--- config.mk ---
export PLATFORM = sky130hd
export DESIGN_NAME = cla_operand_loader
export DESIGN_NICKNAME = d
export VERILOG_FILES = /design/src/rtl/cla_operand_loader.sv
export SDC_FILE = /design/constraint.sdc
export NUM_CORES = 1
export LEC_CHECK = 0
export ABC_AREA = 0
export CORE_UTILIZATION = 45
export DETAILED_ROUTE_END_ITERATION = 10
export GPL_TIMING_DRIVEN = 1
export HOLD_SLACK_MARGIN = 0.02
export PLACE_DENSITY = 0.79
export SETUP_SLACK_MARGIN = 0.15
export SYNTH_ARGS = -nofsm -noshare
export SYNTH_HDL_FRONTEND = slang
export SYNTH_SLANG_ARGS = --single-unit
--- constraint.sdc ---
create_clock -name Clk -period 4.4 [get_ports Clk]
set_clock_uncertainty 0.2 [all_clocks]
set_input_delay 0.66 -clock Clk [delete_from_list [all_inputs] [get_ports Clk]]
set_output_delay 0.66 -clock Clk [all_outputs]
set_load 0.02 [all_outputs]
--- src/rtl/cla_operand_loader.sv ---
// -----------------------------------------------------------------------------
// cla_operand_loader
//
// Operand-entry front end for the 16-bit CLA datapath. Operands A and B share
// the 16 slide switches, so they are captured one after the other, each on a
// debounced press of BtnLoad. Registered A, B, Cin and a Valid flag feed the
// adder; the entry phase is driven to LEDs.
//
// Optional feature (macro OPERAND_SUB_EN):
//   Adds input SubSw. When SubSw = 1 at the B capture, B <= ~Sw and Cin <= 1,
//   so the adder computes A - Sw in two's complement. Without the macro the
//   SubSw port is absent and the block is plain addition entry.
//
// Parameters:
//   DEBOUNCE_CYCLES  stable cycles needed before a new button level is accepted
//   CNT_W            debounce counter width, 2**CNT_W > DEBOUNCE_CYCLES
//
// Ports:
//   Clk      in   1   board clock, rising edge
//   Rs       in   1   asynchronous active-high reset
//   Sw       in  16   slide switches, operand value (quasi-static)
//   CinSw    in   1   slide switch, carry-in value (quasi-static)
//   SubSw    in   1   subtract select, only with OPERAND_SUB_EN
//   BtnLoad  in   1   raw push button, asynchronous and bouncy
//   A        out 16   registered operand A
//   B        out 16   registered operand B
//   Cin      out  1   registered carry-in
//   Valid    out  1   high while A, B and Cin form a complete operand set
//   Phase    out  2   00 = LOAD_A, 01 = LOAD_B, 10 = READY
// -----------------------------------------------------------------------------
module cla_operand_loader #(
    parameter int DEBOUNCE_CYCLES = 1_000_000,
    parameter int CNT_W           = 20
) (
    input  logic        Clk,
    input  logic        Rs,
    input  logic [15:0] Sw,
    input  logic        CinSw,
`ifdef OPERAND_SUB_EN
    input  logic        SubSw,
`endif
    input  logic        BtnLoad,
    output logic [15:0] A,
    output logic [15:0] B,
    output logic        Cin,
    output logic        Valid,
    output logic [1:0]  Phase
);

    typedef enum logic [1:0] {
        LOAD_A = 2'b00,
        LOAD_B = 2'b01,
        READY  = 2'b10
    } phase_t;

    localparam logic [CNT_W-1:0] CNT_LAST = CNT_W'(DEBOUNCE_CYCLES - 1);

    // ------------------------------------------------------------------
    // Button conditioning: 2-flop synchronizer, then debounce.
    // Sw/CinSw are deliberately not synchronized; they only matter on the
    // capture edge, long after the operator stopped moving them.
    // ------------------------------------------------------------------
    logic             btn_meta;
    logic             btn_sync;
    logic [CNT_W-1:0] db_cnt;
    logic             btn_level;
    logic             btn_level_q;
    logic             press;

    // NOTE: sequential state uses non-blocking assignments so every flop
    // samples pre-edge values regardless of statement order.
    always_ff @(posedge Clk or posedge Rs) begin
        if (Rs) begin
            btn_meta <= 1'b0;
            btn_sync <= 1'b0;
        end else begin
            btn_meta <= BtnLoad;
            btn_sync <= btn_meta;
        end
    end

    // The counter only runs while the synchronized level disagrees with the
    // accepted level, and is cleared at the terminal count, so it cannot wrap.
    always_ff @(posedge Clk or posedge Rs) begin
        if (Rs) begin
            db_cnt      <= '0;
            btn_level   <= 1'b0;
            btn_level_q <= 1'b0;
        end else begin
            btn_level_q <= btn_level;
            if (btn_sync == btn_level) begin
                db_cnt <= '0;
            end else if (db_cnt == CNT_LAST) begin
                btn_level <= ~btn_level;
                db_cnt    <= '0;
            end else begin
                db_cnt <= db_cnt + CNT_W'(1);
            end
        end
    end

    // Single-cycle event on the accepted 0->1 edge only; release and hold
    // produce nothing.
    assign press = btn_level & ~btn_level_q;

    // ------------------------------------------------------------------
    // Entry FSM with its operand registers.
    // ------------------------------------------------------------------
    phase_t      state, state_nxt;
    logic [15:0] a_nxt, b_nxt;
    logic        cin_nxt, valid_nxt;

    always_ff @(posedge Clk or posedge Rs) begin
        if (Rs) begin
            state <= LOAD_A;
            A     <= '0;
            B     <= '0;
            Cin   <= 1'b0;
            Valid <= 1'b0;
        end else begin
            state <= state_nxt;
            A     <= a_nxt;
            B     <= b_nxt;
            Cin   <= cin_nxt;
            Valid <= valid_nxt;
        end
    end

    // NOTE: every always_comb output is defaulted to its hold value first so
    // no path through the case can infer a latch.
    always_comb begin
        state_nxt = state;
        a_nxt     = A;
        b_nxt     = B;
        cin_nxt   = Cin;
        valid_nxt = Valid;
        case (state)
            LOAD_A: begin
                if (press) begin
                    a_nxt     = Sw;
                    state_nxt = LOAD_B;
                end
            end
            LOAD_B: begin
                if (press) begin
`ifdef OPERAND_SUB_EN
                    if (SubSw) begin
                        // Two's complement: A + ~Sw + 1 = A - Sw.
                        b_nxt   = ~Sw;
                        cin_nxt = 1'b1;
                    end else begin
                        b_nxt   = Sw;
                        cin_nxt = CinSw;
                    end
`else
                    b_nxt     = Sw;
                    cin_nxt   = CinSw;
`endif
                    valid_nxt = 1'b1;
                    state_nxt = READY;
                end
            end
            READY: begin
                // A press here starts a new entry and counts as A's capture.
                if (press) begin
                    a_nxt     = Sw;
                    valid_nxt = 1'b0;
                    state_nxt = LOAD_B;
                end
            end
            default: begin
                // Unreachable code 11: recover without waiting for a press.
                state_nxt = LOAD_A;
                valid_nxt = 1'b0;
            end
        endcase
    end

    assign Phase = state;

endmodule

* Word level (Yosys, flattened, before mapping)
Index checks and enable logic that the tools add are counted.
Cells by class: multiplexer cells 8, equal/unequal tests 7, reductions and logical operators 7, add/sub/neg operators 1, bitwise gates (word level) 5
Operators by type and width (number):
- $mux W20 | 2
- $add A20 B1 Y20 const B | 1
- $eq A20 B20 Y1 const B | 1
- $reduce_and A2 Y1 | 4
- $mux W2 | 2
- $ne A2 B2 Y1 const B | 2
- $not A1 Y1 | 4
- $pmux W2 S2 | 1
- $pmux W1 S3 | 1
- $reduce_and A3 Y1 | 1
- $eq A2 B1 Y1 const B | 1
- $eq A2 B2 Y1 const B | 1
- $logic_not A2 Y1 | 1
- $mux W1 | 2
- $ne A2 B1 Y1 const B | 1
- $reduce_or A2 Y1 | 1
- $and A1 B1 Y1 | 1
- $eq A1 B1 Y1 | 1
Storage, ports and cells: logic and storage cells 38, input bits 20, flip-flop bits (word level) 60, output and inout port bits 36

* Depth between registers and ports, before layout
Gate-level depths: netlist of the first run.
word-level depth 4, mapped depth 6, depth with buffers taken out 5

* Worst setup path after synthesis of the first run
Ideal clock, no wire load.
path kind register -> register, start point register state[1] (netlist: Phase[1]), end point register B[0], arrival 1.650 ns, cell stages (with the launch flop) 5, period minus slack after synthesis 1.975 ns, path slack 2.425 ns, buffers on the path 1, library setup time 0.125 ns, data required time 4.075 ns, path through dfrtp_1 -> nand2b_1 -> nor2_1 -> buf_2 -> mux2_2
On the way: word-level cells in the longest chain between the ends 2
Ends and longest elaborated chain:
- start, declared | RTL line 109 | phase_t state, state_nxt;
- start signal, assigned | RTL line 121 | state <= state_nxt;
- $eq A2 B1 Y1 | RTL line 137 | case (state)
- $reduce_and A2 Y1 (no source line)
- end signal, assigned | RTL line 123 | B <= b_nxt;
- end, declared | RTL line 44 | output logic [15:0] B,
No other way between the ends. A chain may end at the register's enable or synchronous reset.

* Final worst setup path of the first run
start point register state[0] (netlist: Phase[0]), end point output port Phase[0]
RTL lines:
- end, declared | RTL line 47 | output logic [1:0] Phase
No word-level cell between the ends.

==> impl_results.md, run 1 <==
* # setup viols final at 0
* Clk root buf: clkbuf_8
* Via/cell ratio at 5.146
* Data required time of the worst path at 3.54 ns
* Crit start category: flop
* Critical Path End Type: primary output
* RSZ-0062 raised after global routing: no
* Fmax at 0.4440 GHz
* Routed wl met3 at 273 um
* CTS clock-pin slew for the worst setup and hold paths at 0.06 ns
* Iteration-0 DRC Markers at 80
* N_diodes at 0
* Pwr dens at 326.4 nW/um2
* Relative slew slack at 0.4820
* First-pass GRT wire length at 8735 um
* Core area at 5238 um2
* Synth Instances at 195
* Fin nets at 281
* Final ANT Viol Nets at 0
* Number of global-route vias before repair at 1769
* DRT Pass-1 Iters at 4
* Max clock buf depth at 2
* Met2 Wirelength at 2524 um
* Leak at 1.487 nW
* CTS buffer count at 9
* Syn Std Cell Area at 2500 um2
* Share of cells above drive strength 1 at 0.2302
* Post-CTS sizing at 0
* DR WL/cell at 14.94 um
* H-tree Lvls at 3
* Library cells used by synthesis at 32
* Post-Route Setup TNS at 0 ns
* Syn_nets at 216
* FF+latch count, synth at 60
* CP max FO at 6
* Synth-to-Final Area Change at 34.18%
* Critical path's largest stage delay at 0.63 ns
* WP buf/inv at 1
* Slowest-stage cell, CP: clkdlybuf4s50_1
* Gr usage total at 0.1997
* Total of max-cap violations at 0
* IO buf count at 55
* Die width at 76.54 um
* Dpl hpwl at 3552 um
* Die height at 76.54 um
* Critical path data arrival time at 1.39 ns
* Status: finished, final reports clean
* Cell family with most CP delay: buffers and inverters
* Number of buffers added for setup after CTS at 0
* GRT overflow at 0
* Starting density of the core at 0.4773
* Share of the yosys chip area belonging to registers at 0.6006
* M1 WL at 2147 um
* Final GP Congestion at 0.7996
* CTS tree: built
* Pin count of the biggest net entering global routing at 40
* Final Critical Period at 2.252 ns
* Final WL at 5005 um
* Vias at 1724
* Clock Sinks at 60
* Row cnt at 26
* Warnings from Yosys at 0
* HP Class: reg2reg
* Worst vdd ir at 270.0 uV
* I/O pins at 56
* Slew at the pin closest to its max-slew limit at 0.7759 ns
* # hold bufs at CTS at 0
* Critical-path cell list: clkdlybuf4s50_1
* Syn Area/Cell at 12.82 um2
* Initial antenna violation count at 0
* DRC Markers at 0
* Final hold vios at 0
* Final worst path period share at 0.5119
* Die area at 5858 um2
* Pins over their slew limit at 0
* Clock Latency Late Sink at 0.34 ns
* Crit path kind: reg2out
* Final core utilization at 0.6405
* Max layer used: met4
[layout by cell type (no fill, tap or decap), drive strengths merged]
master	n
a21oi	5
and3	4
buf	4
bufinv	1
clkbuf	12
clkdlybuf4s50	55
clkinv	2
clkinvlp	1
dfrtp	60
ha	1
inv	5
mux2	34
nand2	5
nand2b	2
nand3	6
nand3b	1
nand4	6
nand4b	2
nor2	20
nor2b	1
nor3	5
nor4	4
nor4b	2
o21ai	4
o21bai	1
o22ai	1
o31ai	2
or3	3
or4	1
xnor2	12
xor2	3
[per-layer routing]
layer | track usage | up-vias
li1 | - | 819
met1 | 0.2389 | 857
met2 | 0.3180 | 43
met3 | 0.07665 | 5
met4 | 0.09231 | 0
met5 | 0 | -
[final cells by class]
cell class	instances	area [um2]
Clock buffer	12	155.1
Clock inverter	4	47.55
Fill cell	403	1883
Inverter	5	18.77
Multi-Input combinational cell	125	963.4
Sequential cell	60	1501
Tap cell	70	87.58
Timing Repair Buffer	59	580.6
[sequential cells by signal (all words and copies together), names as in the netlist]
signal,flops
db_cnt,20
A,16
B,16
Phase,2
Cin,1
Valid,1
btn_level,1
btn_level_q,1
btn_meta,1
btn_sync,1
[cells by family after synthesis]
group                      after synthesis  share of synthesized area
and+or+nand+nor                         62                     0.1416
DFF                                     60                     0.6006
muxes                                   34                     0.1532
xor gates and xnor gates                15                    0.05255
AOI/OAI and AO/OA                       13                    0.03103
buffers and inverters                   10                    0.01602
adders and majority gates                1                   0.005004
[where the power goes]
part,switching (mW),internal (mW)
Sequential,0.00308,0.555
Clock,0.209,0.290
Combinational,0.0191,0.0188
[metrics by stage]
stage               power, mW  hold WS [ns]  setup WS (ns)  area [um2]  cells
global route            1.135        0.1685          2.091        3354    335
finish                  1.095        0.1638          2.148        3354    335
detailed placement     0.6070        0.1547          2.184        3152    319
CTS                     1.110        0.1692          2.128        3354    335
global placement       0.6056        0.1323          2.223        3152    319
floorplan              0.5820        0.1312          2.055        2500    195
[synth_stat cells]
| master | instances | area (um2) |
|---|---|---|
| dfrtp_1 | 60 | 1501 |
| mux2_2 | 34 | 382.9 |
| nor2_1 | 20 | 75.07 |
| xnor2_1 | 12 | 105.1 |
| inv_1 | 5 | 18.77 |
| nand2_1 | 5 | 18.77 |
| nand3_1 | 5 | 25.02 |
| nand4_1 | 5 | 31.28 |
| nor3_1 | 5 | 25.02 |
| a21oi_1 | 4 | 20.02 |
| and3_1 | 4 | 25.02 |
| nor4_1 | 4 | 25.02 |
| o21ai_0 | 4 | 20.02 |
| clkbuf_1 | 3 | 11.26 |
| xor2_1 | 3 | 26.28 |
| buf_2 | 2 | 10.01 |
| nand2b_1 | 2 | 12.51 |
| nand4b_1 | 2 | 17.52 |
| nor4b_1 | 2 | 17.52 |
| o31ai_1 | 2 | 15.01 |
| a21oi_2 | 1 | 8.760 |
| ha_1 | 1 | 12.51 |
| nand3_2 | 1 | 10.01 |
| nand3b_1 | 1 | 7.510 |
| nand4_4 | 1 | 21.27 |
| nor2b_1 | 1 | 6.260 |
| o21bai_1 | 1 | 7.510 |
| o22ai_1 | 1 | 6.260 |
| or3_1 | 1 | 6.260 |
| or3_2 | 1 | 7.510 |
| or3_4 | 1 | 11.26 |
| or4_4 | 1 | 11.26 |
[final timing paths]
path | cells after the start | slack (ns) | endpoint | from
setup / recovery | 1 | 2.15 | Phase[0] | Phase[0]
hold / removal | 0 | 0.16 | btn_sync | btn_meta
setup reg to reg | 5 | 2.30 | db_cnt[18] | db_cnt[0]
hold reg to reg | 0 | 0.16 | btn_sync | btn_meta
max in group asynchronous | 3 | 2.63 | db_cnt[17] | Rs
min in group asynchronous | 2 | 0.60 | A[2] | Rs
Power figures use the tool's default switching activity.
==> inputs of run 2 (changes only) <==
==> constraint.sdc (replaced) <==
create_clock -name Clk -period 2.2 [get_ports Clk]
set_clock_uncertainty 0.2 [all_clocks]
set_input_delay 0.33 -clock Clk [delete_from_list [all_inputs] [get_ports Clk]]
set_output_delay 0.33 -clock Clk [all_outputs]
set_load 0.02 [all_outputs]
==> impl_results.md, run 2 (synthesis gave the netlist of run 1 again) <==
* Status: finished, final reports clean
* # hold bufs at CTS at 0 (unchanged)
* Final setup margin at 0.2416 ns (-1.906 ns)
* Cell family with most CP delay: simple AND/OR/NAND/NOR gates
* Launch instance of the worst register-to-register path: db_cnt[0]
* Clk root buf: clkbuf_8
* Max clock buf depth at 2 (unchanged)
* Fill count at 375 (-6.9%)
* Max reg flops at 20 (unchanged)
* DRC Markers at 0 (unchanged)
* Post-Route Setup TNS at 0 ns (unchanged)
* DRT Pass-1 Iters at 4 (unchanged)
* Data required time of the worst path at 2.27 ns (-1.27 ns)
* Fin nets at 286 (+1.8%)
* Pwr dens at 662.6 nW/um2 (+100%)
* Pwr Total at 2.282 mW (+110%)
* Crit start category: flop
* Gr usage total at 0.1792 (-0.02051)
* Die width at 76.54 um (unchanged)
* Clk pwr share at 0.474 (+0.018)
* Die height at 76.54 um (unchanged)
* Die area at 5858 um2 (unchanged)
* Worst R2R Path Depth at 5 (unchanged)
* Most flops, register: db_cnt
* Slowest-stage cell, CP: or4_4
* Starting density of the core at 0.4773 (unchanged)
* R2R Path End: db_cnt[18]
* Worst vdd ir at 524.5 uV (+94%)
* Max layer used: met4
* Crit path kind: reg2reg
* CTS clock-pin slew for the worst setup and hold paths at 0.07 ns (about the same)
* Final WL at 4729 um (-5.5%)
* Critical path data arrival time at 2.02 ns (+0.63 ns)
* IO buf count at 55 (unchanged)
* Critical Path End Type: flop
* GRT overflow at 0 (unchanged)
* HP Class: in2async
* Final GP Congestion at 0.7828 (-2.1%)
* Critical-path cell list: ha_4, nand3_4, or3_4, or4_4, a21oi_2
* Pins over their slew limit at 0 (unchanged)
* Total of max-cap violations at 0 (unchanged)
* Cell-internal power at 1.796 mW (+110%)
* Relative slew slack at 0.7091 (+0.2271)
* M1 WL at 2071 um (-3.5%)
* Row cnt at 26 (unchanged)
* Via/cell ratio at 5.171 (+0.47%)
* CP max FO at 5 (-1)
* Pre-CTS setup slack at 0.1408 ns (-2.043 ns)
* Share of cells above drive strength 1 at 0.2519 (+0.02166)
* Iteration-0 DRC Markers at 87 (+8.8%)
* R2R setup slack at 0.24 ns (-2.06 ns)
* CTS buffer count at 9 (unchanged)
* WP buf/inv at 0 (-1)
* Commonest non-fill, non-tap cell in the layout: dfrtp_1
* Fmax at 0.5106 GHz
* Critical path's largest stage delay at 0.49 ns (-0.14 ns)
* Final Critical Period at 1.958 ns
* First-pass GRT wire length at 8066 um (-7.7%)
* Final ANT Viol Nets at 0 (unchanged)
* # setup viols final at 0 (unchanged)
* Vias at 1758 (+2.0%)
* Sequential Power Share at 0.489 (-0.021)
* Synth-to-Final Area Change at 37.79%
* Switching share of power at 0.2131 (+0.002177)
* H-tree Lvls at 3 (unchanged)
* Hold_ws at 0.08185 ns (-0.08200 ns)
* Initial antenna violation count at 0 (unchanged)
* Core area at 5238 um2 (unchanged)
* Dpl hpwl at 3350 um (-5.7%)
* Number of global-route vias before repair at 1759 (-0.57%)
* Comb pwr share at 0.037 (+0.002)
* Final core utilization at 0.6577 (+0.01720)
* Placed cell count at 323 (+1.3%)
* Clock Latency Late Sink at 0.33 ns (about the same)
* Biggest regs: db_cnt: 20 flops, A: 16 flops, B: 16 flops
* Pin count of the biggest net entering global routing at 32 (-20%)
* Switching power at 0.4864 mW (+110%)
* Slew at the pin closest to its max-slew limit at 0.4330 ns (-0.3429 ns)
* RSZ-0062 raised after global routing: no
* DR WL/cell at 13.91 um (-6.9%)
* N_diodes at 0 (unchanged)
* Final hold vios at 0 (unchanged)
* Placed Area at 3194 um2 (+1.3%)
* I/O pins at 56 (unchanged)
* Final worst path period share at 0.8902
* Most frequent cells in the layout: 60 x dfrtp_1, 55 x clkdlybuf4s50_1, 34 x mux2_2
* Fin cells at 340 (+1.5%)
* Met2 Wirelength at 2360 um (-6.5%)
* Routed wl met3 at 200 um (-27%)
* Clock Sinks at 60 (unchanged)
* Leak at 1.522 nW (+2.3%)
* CTS tree: built
* Fin area at 3445 um2 (+2.7%)
run 2: cell types whose count changed in the layout (fill, tap and decap cells not counted), sizes merged:
cell / previous run / this run
buf: 4 / 9
bufinv: 1 / 2
inv: 5 / 6
clkinv: 2 / 3
clkbuf: 12 / 9
run 2: worst max path at each step:
stage | end | slack, ns | cells after the start | start
2_1_floorplan | A[0] | 0.19 | 1 | Rs
3_3_place_gp | db_cnt[18] | 0.18 | 5 | db_cnt[0]
3_5_place_dp | db_cnt[18] | 0.14 | 5 | db_cnt[0]
4_1_cts | db_cnt[18] | 0.16 | 5 | db_cnt[0]
5_1_grt | db_cnt[18] | 0.16 | 5 | db_cnt[0]
6_report | db_cnt[18] | 0.24 | 5 | db_cnt[0]
run 2: metal layers:
layer	up-vias	GRT usage
met4	0	0.09808
met5	-	0
met1	873	0.2170
met2	45	0.2937
li1	832	-
met3	8	0.04431
run 2: area by class of cell:
cell class | instances | area, um2 | area share
well taps | 70 | 87.58 | 0.02543
flip-flops and latches | 60 | 1501 | 0.4359
repair buffers | 64 | 630.6 | 0.1831
inverters | 5 | 18.77 | 0.005449
multi-input cells | 125 | 983.4 | 0.2855
clock buffers | 9 | 123.9 | 0.03596
clock inverters | 7 | 98.84 | 0.02870
run 2: worst reg2reg max path: stages, from the launching register on:
cell and delay [ns]:
dfrtp_1 0.41, ha_4 0.18, nand3_4 0.09, or3_4 0.39
or4_4 0.49, a21oi_2 0.14
run 2: power groups by stage:
stage / Clock, mW / Combinational [mW] / Sequential (mW)
after detailed placement: 0 / 0.0813 / 1.14
final: 1.08 / 0.0838 / 1.12
after floorplan: 0 / 0.0296 / 1.13
after CTS: 1.11 / 0.0819 / 1.11
after global routing: 1.15 / 0.0941 / 1.12
after global placement: 0 / 0.0811 / 1.13
run 2: repair_timing:
action,4_1_cts,5_1_grt
pin swaps,0,2
setup buffers,0,1
resized for setup,1,2
endpoints found under the setup margin,1,2
